--- config.mk ---
export PLATFORM = sky130hd
export DESIGN_NAME = cw305_pmul_operand_stager
export DESIGN_NICKNAME = d
export VERILOG_FILES = /design/src/rtl/cw305_pmul_operand_stager.sv
export SDC_FILE = /design/constraint.sdc
export NUM_CORES = 2
export LEC_CHECK = 0
export BUFFER_PORTS_ARGS = -buffer_cell sky130_fd_sc_hd__buf_2
export CORE_AREA = 2 2 520 522
export CTS_BUF_LIST = sky130_fd_sc_hd__clkbuf_8
export CTS_CLUSTER_DIAMETER = 60
export DETAILED_ROUTE_END_ITERATION = 7
export DIE_AREA = 0 0 522 524
export SLEW_MARGIN = 10
export SYNTH_ARGS = -nofsm -noshare
export SYNTH_HDL_FRONTEND = slang
export SYNTH_SLANG_ARGS = --single-unit
--- constraint.sdc ---
create_clock -name crypto_clk -period 2.3 [get_ports crypto_clk]
set_input_delay 0.115 -clock crypto_clk [delete_from_list [all_inputs] [get_ports crypto_clk]]
set_output_delay 0.115 -clock crypto_clk [all_outputs]
set_load 0.01 [all_outputs]
--- src/rtl/cw305_pmul_operand_stager.sv ---
// cw305_pmul_operand_stager
// Register-side staging for the P-256 point-multiply core: assembles byte
// writes into K/GX/GY, launches the core, captures RX/RY and serves byte reads.
// Optional build macro: PMUL_OPERAND_CHECK_EN refuses launches with K == 0 or
// with GX == GY == 0 (sets the error flag instead of starting the core).
module cw305_pmul_operand_stager #(
  parameter int         pBYTECNT_SIZE   = 8,
  parameter int         pTIMEOUT_CYCLES = 2000000,
  // Register map; must match the REG_CRYPT_* values used by the USB decoder
  parameter logic [7:0] pREG_CRYPT_K    = 8'h01,
  parameter logic [7:0] pREG_CRYPT_GX   = 8'h02,
  parameter logic [7:0] pREG_CRYPT_GY   = 8'h03,
  parameter logic [7:0] pREG_CRYPT_RX   = 8'h04,
  parameter logic [7:0] pREG_CRYPT_RY   = 8'h05,
  parameter logic [7:0] pREG_CRYPT_GO   = 8'h06
) (
  input  logic                     crypto_clk,
  input  logic                     reset_n,
  input  logic [7:0]               reg_address,
  input  logic [pBYTECNT_SIZE-1:0] reg_bytecnt,
  input  logic [7:0]               reg_datai,
  input  logic                     reg_write,
  input  logic                     reg_read,
  output logic [7:0]               reg_datao,
  input  logic                     exttrigger_in,
  output logic [255:0]             O_k,
  output logic [255:0]             O_gx,
  output logic [255:0]             O_gy,
  output logic                     O_start,
  input  logic [255:0]             I_rx,
  input  logic [255:0]             I_ry,
  input  logic                     I_done,
  output logic                     O_busy,
  output logic                     O_trigger
);

  // The counter tracks cycles since the launch cycle (launch cycle = 0), so
  // the core gets exactly pTIMEOUT_CYCLES cycles of busy before the abort.
  localparam int               CNT_W    = (pTIMEOUT_CYCLES > 2) ? $clog2(pTIMEOUT_CYCLES) : 1;
  localparam logic [CNT_W-1:0] CNT_LAST = CNT_W'(pTIMEOUT_CYCLES - 1);

  typedef enum logic [1:0] {
    IDLE   = 2'd0,
    LAUNCH = 2'd1,
    RUN    = 2'd2
  } state_t;

  state_t           state;
  logic [CNT_W-1:0] cnt;
  logic [255:0]     k_reg, gx_reg, gy_reg, rx_reg, ry_reg;
  logic             busy, start, err, wwb, ext_d;
  logic [7:0]       datao;
  logic [7:0]       rd_byte;

  logic             in_range;
  logic [4:0]       bidx;
  logic [7:0]       bit_base;
  logic             op_addr;
  logic             op_wr_ok;
  logic             go_req;
  logic             ext_rise;
  logic             start_req;
  logic             refuse;

  assign in_range  = (32'(reg_bytecnt) < 32'd32);
  assign bidx      = reg_bytecnt[4:0];
  assign bit_base  = {bidx, 3'b000};
  assign op_addr   = (reg_address == pREG_CRYPT_K) ||
                     (reg_address == pREG_CRYPT_GX) ||
                     (reg_address == pREG_CRYPT_GY);
  assign op_wr_ok  = reg_write && op_addr && in_range && !busy;
  assign go_req    = reg_write && (reg_address == pREG_CRYPT_GO) && reg_datai[0];
  assign ext_rise  = exttrigger_in && !ext_d;
  // A GO write and a trigger edge in the same cycle merge into one request
  assign start_req = go_req || ext_rise;

`ifdef PMUL_OPERAND_CHECK_EN
  assign refuse = (k_reg == '0) || ((gx_reg == '0) && (gy_reg == '0));
`else
  assign refuse = 1'b0;
`endif

  // Byte-wise operand staging; writes are blocked while the core is running
  always_ff @(posedge crypto_clk or negedge reset_n) begin
    if (!reset_n) begin
      k_reg  <= '0;
      gx_reg <= '0;
      gy_reg <= '0;
    end else if (op_wr_ok) begin
      case (reg_address)
        pREG_CRYPT_K:  k_reg[bit_base +: 8]  <= reg_datai;
        pREG_CRYPT_GX: gx_reg[bit_base +: 8] <= reg_datai;
        pREG_CRYPT_GY: gy_reg[bit_base +: 8] <= reg_datai;
        default: ;
      endcase
    end
  end

  // Read mux: operand/result bytes, status on GO, zero for anything else
  always_comb begin
    rd_byte = 8'h00;
    case (reg_address)
      pREG_CRYPT_K:  if (in_range) rd_byte = k_reg[bit_base +: 8];
      pREG_CRYPT_GX: if (in_range) rd_byte = gx_reg[bit_base +: 8];
      pREG_CRYPT_GY: if (in_range) rd_byte = gy_reg[bit_base +: 8];
      pREG_CRYPT_RX: if (in_range) rd_byte = rx_reg[bit_base +: 8];
      pREG_CRYPT_RY: if (in_range) rd_byte = ry_reg[bit_base +: 8];
      pREG_CRYPT_GO: rd_byte = {5'b00000, wwb, err, busy};
      default: ;
    endcase
  end

  // Registered read data, one cycle after the read strobe
  always_ff @(posedge crypto_clk or negedge reset_n) begin
    if (!reset_n) begin
      datao <= 8'h00;
    end else if (reg_read) begin
      datao <= rd_byte;
    end
  end

  // Launch/run/capture control with watchdog; all control outputs registered
  always_ff @(posedge crypto_clk or negedge reset_n) begin
    if (!reset_n) begin
      state  <= IDLE;
      cnt    <= '0;
      busy   <= 1'b0;
      start  <= 1'b0;
      err    <= 1'b0;
      wwb    <= 1'b0;
      ext_d  <= 1'b0;
      rx_reg <= '0;
      ry_reg <= '0;
    end else begin
      start <= 1'b0;
      ext_d <= exttrigger_in;
      // Any operand write attempted while busy is flagged until the next launch
      if (reg_write && op_addr && busy) begin
        wwb <= 1'b1;
      end
      case (state)
        IDLE: begin
          if (start_req) begin
            if (refuse) begin
              err <= 1'b1;
            end else begin
              state <= LAUNCH;
              start <= 1'b1;
              busy  <= 1'b1;
              err   <= 1'b0;
              wwb   <= 1'b0;
              cnt   <= '0;
            end
          end
        end
        LAUNCH: begin
          state <= RUN;
          cnt   <= cnt + CNT_W'(1);
        end
        RUN: begin
          // Completion beats both the watchdog and any new start request
          if (I_done) begin
            rx_reg <= I_rx;
            ry_reg <= I_ry;
            busy   <= 1'b0;
            state  <= IDLE;
          end else if (cnt == CNT_LAST) begin
            err   <= 1'b1;
            busy  <= 1'b0;
            state <= IDLE;
          end else begin
            cnt <= cnt + CNT_W'(1);
          end
        end
        default: begin
          state <= IDLE;
          busy  <= 1'b0;
        end
      endcase
    end
  end

  assign O_k       = k_reg;
  assign O_gx      = gx_reg;
  assign O_gy      = gy_reg;
  assign O_start   = start;
  assign O_busy    = busy;
  assign O_trigger = busy;
  assign reg_datao = datao;

endmodule

==> flow_metrics.tcl <==
set metrics [dict create \
    outcome "complete, but fails checks" \
    violations "negative setup slack" \
    criticalPathCategory "register to register" \
    p_leak_nw 48.7 \
    io_pins 1321 \
    synth.distinct_cells 70 \
    clk_latency_ns 1.07 \
    gp_congestion 0.987 \
    initial_core_util_pct 22.8 \
    cts-htree-levels 4 \
    synth_xor_area_share_pct 0.0143 \
    required_ns 3.12 \
    slowest_stage "mux4_2" \
    row_count 190 \
    die_y_microns 524 \
    synth_edf_count 0 \
    synth_async_sr_flop_share_pct 100 \
    drt_pre_antenna_iters 7 \
    syn-cell-area_sq_um 61100 \
    dp.cells 9779 \
    yosysMostFrequentCell "dfrtp_1" \
    cp_cell_sequence "mux4_2 > mux2_4 > a2111oi_4 > a211oi_2 > nor4_2 > o221ai_1" \
    dp_slack_ns -1.25 \
    final_core_util_pct 37.2 \
    period_needed_ns 2.46 \
    synth_top_area_cell "dfrtp_1" \
    rsz0062_at_grt "yes" \
    num_vias 57300 \
    slew_headroom_pct 28.1 \
    viasPerCell 5.04 \
    antenna_found_initial 109 \
    crit_arrival_ns 3.28 \
    place_hpwl_microns 321000 \
    cts_tree "done" \
    dpl_cell_area_sq_um 81900 \
    synth-adder-area-share_pct 0.184 \
    syn_nets 4635 \
    grt_pass1_vias 59400 \
    ir_drop_v 0.000623 \
    slew_violations 0 \
    period_share_pct 107 \
    synth-simple-area-share_pct 4.47 \
    drive_gt1_share_pct 58.4 \
    final_hold_viol_count 0 \
    io_buffer_count 1320 \
    reg2reg_depth 6 \
    wl_met1_microns 169000 \
    routed_wl_microns 413000 \
    power_density_nw_per_um2 739 \
    core_area_sq_um 267000 \
    synth_seq_area_share_pct 53.9 \
    crit_fanout 2 \
    synth_mux_area_share_pct 35.9 \
    layoutNonFillerInstCount 11400 \
    synth-compound-area-share_pct 3.63 \
    synth_common_cells "dfrtp_1, mux2_2, mux4_2, mux2i_1, clkbuf_1" \
    ys.flop_type "dfrtp_1" \
    synth_top_family_by_area "multiplexers" \
    max_cap_violations 0 \
    drc 0 \
    cpPeakStageDelay_ns 0.55 \
    fmax_mhz 406 \
    clk_pin_slew_worst_paths_ns 0.06 \
    fin_worst_skew_ns 0.0993 \
    synth_warnings 0 \
    grt_max_degree 109 \
    worst_slew_pin_slew_ns 1.07 \
    grt.total_usage_pct 29.0 \
    postRouteAntennaNets 0 \
    root_buffer "clkbuf_8" \
    area_growth_pct 63.0 \
    finish.instance_area_sq_um 99600 \
    wl_per_cell_microns 36.3 \
    setup_tns_ns -0.637 \
    synth_area_leaders "dfrtp_1, mux2_2, mux4_2" \
    cts.path.max_buffers 4 \
    netlist_instances 4084 \
    top_layer_used "met5" \
    drtIter0Drc 5499 \
    endpoint_kind "register" \
    holdPathStages 8 \
    grt-ovfl-total 0 \
    postSynthAreaPerCell_sq_um 15.0 \
    met3WireLength_microns 44400 \
    dieArea_sq_um 274000 \
    die_width_microns 522 \
    setup_ws_ns -0.162 \
    synth_seq_cells 1316 \
    setup_viol 11 \
    nNetsFinal 8116 \
    cts_sinks 1316 \
    startpoint_type "register" \
    synthDominantCellAreaShare_pct 53.9 \
    cts-buffers-inserted 243 \
    min_path_type "input port to register" \
    wl_met2_microns 174000 \
    grt_pass1_wl_microns 535000 \
]
[metal layers]
metal,vias up,GRT usage [%]
li1,22600,-
met1,29900,37.3
met2,3803,42.5
met3,996,10.1
met4,28,15.8
met5,-,0.0520
[power breakdown]
part / leakage, nW / total, mW / switching (mW) / internal [mW]
sequential: 17.3 / 31.3 / 3.45 / 27.8
clock: 2.93 / 24.7 / 11.2 / 13.5
combinational: 28.4 / 17.6 / 8.11 / 9.48
total: 48.7 / 73.5 / 22.8 / 50.8
[through the flow]
step,hold WS [ns],total power [mW]
finish,0.129,73.5
global route,0.0799,75.9
CTS,0.00568,72.4
detailed placement,0.0136,46.1
global placement,0.0163,45.6
floorplan,-0.181,38.6
[cells in the final DEF, fill, tap and decap left out, types with 26 or more instances in the layout]
| master | instances |
|---|---|
| and2_0 | 45 |
| buf_6 | 27 |
| mux2_2 | 1135 |
| buf_12 | 187 |
| nor2b_1 | 42 |
| clkinv_2 | 26 |
| diode_2 | 54 |
| dfrtp_1 | 1305 |
| buf_4 | 873 |
| nor2_1 | 59 |
| a22oi_1 | 30 |
| dlygate4sd3_1 | 1065 |
| inv_1 | 77 |
| nand3_1 | 27 |
| mux2i_1 | 168 |
| clkbuf_8 | 315 |
| mux2_4 | 154 |
| o21ai_0 | 33 |
| mux4_2 | 247 |
| nand2_1 | 90 |
| buf_2 | 1312 |
[worst max-delay path, delay by kind of cell (launching register included)]
kind / cells / cell delay (ns)
simple gates: 1 / 0.29
mux: 2 / 0.92
flops: 1 / 0.40
compound gates: 3 / 0.62
[cell type report]
class | instances | area (sq um)
Tap cell | 3552 | 4440
Fill cell | 25400 | 168000
Clock buffer | 315 | 4340
Timing Repair Buffer | 3478 | 28100
Antenna cell | 54 | 135
Multi-Input combinational cell | 2510 | 28700
Inverter | 16 | 70.1
Sequential cell | 1316 | 32900
Clock inverter | 119 | 870
[cell families after synthesis]
group                    count (synthesis)
adder cells (fa/ha/maj)                  9
AO/OA/AOI/OAI                          296
flip-flops                            1316
buffers and inverters                  258
AND/OR/NAND/NOR                        482
XOR/XNOR                                 1
multiplexers                          1722
[repair_timing]
item | 4_1_cts | 5_1_grt
gates resized for setup | 122 | 198
endpoints found under the setup margin | 352 | 247
hold endpoints to repair | 2245 | 0
hold buffers | 1068 | 0
buffers inserted | 12 | 19
gates cloned | 1 | 2
pin swaps | 33 | 52
[final timing paths]
path                                start           end  slack (ns)
min in group asynchronous         reset_n      O_k[202]        0.26
setup reg to reg                 O_k[117]  reg_datao[5]       -0.16
hold reg to reg                rx_reg[72]    rx_reg[72]        0.50
setup / recovery                 O_k[117]  reg_datao[5]       -0.16
hold / removal             reg_bytecnt[7]  reg_datao[3]        0.13
max in group asynchronous         reset_n    ry_reg[78]        0.84
(Power assumes the default switching activity.)
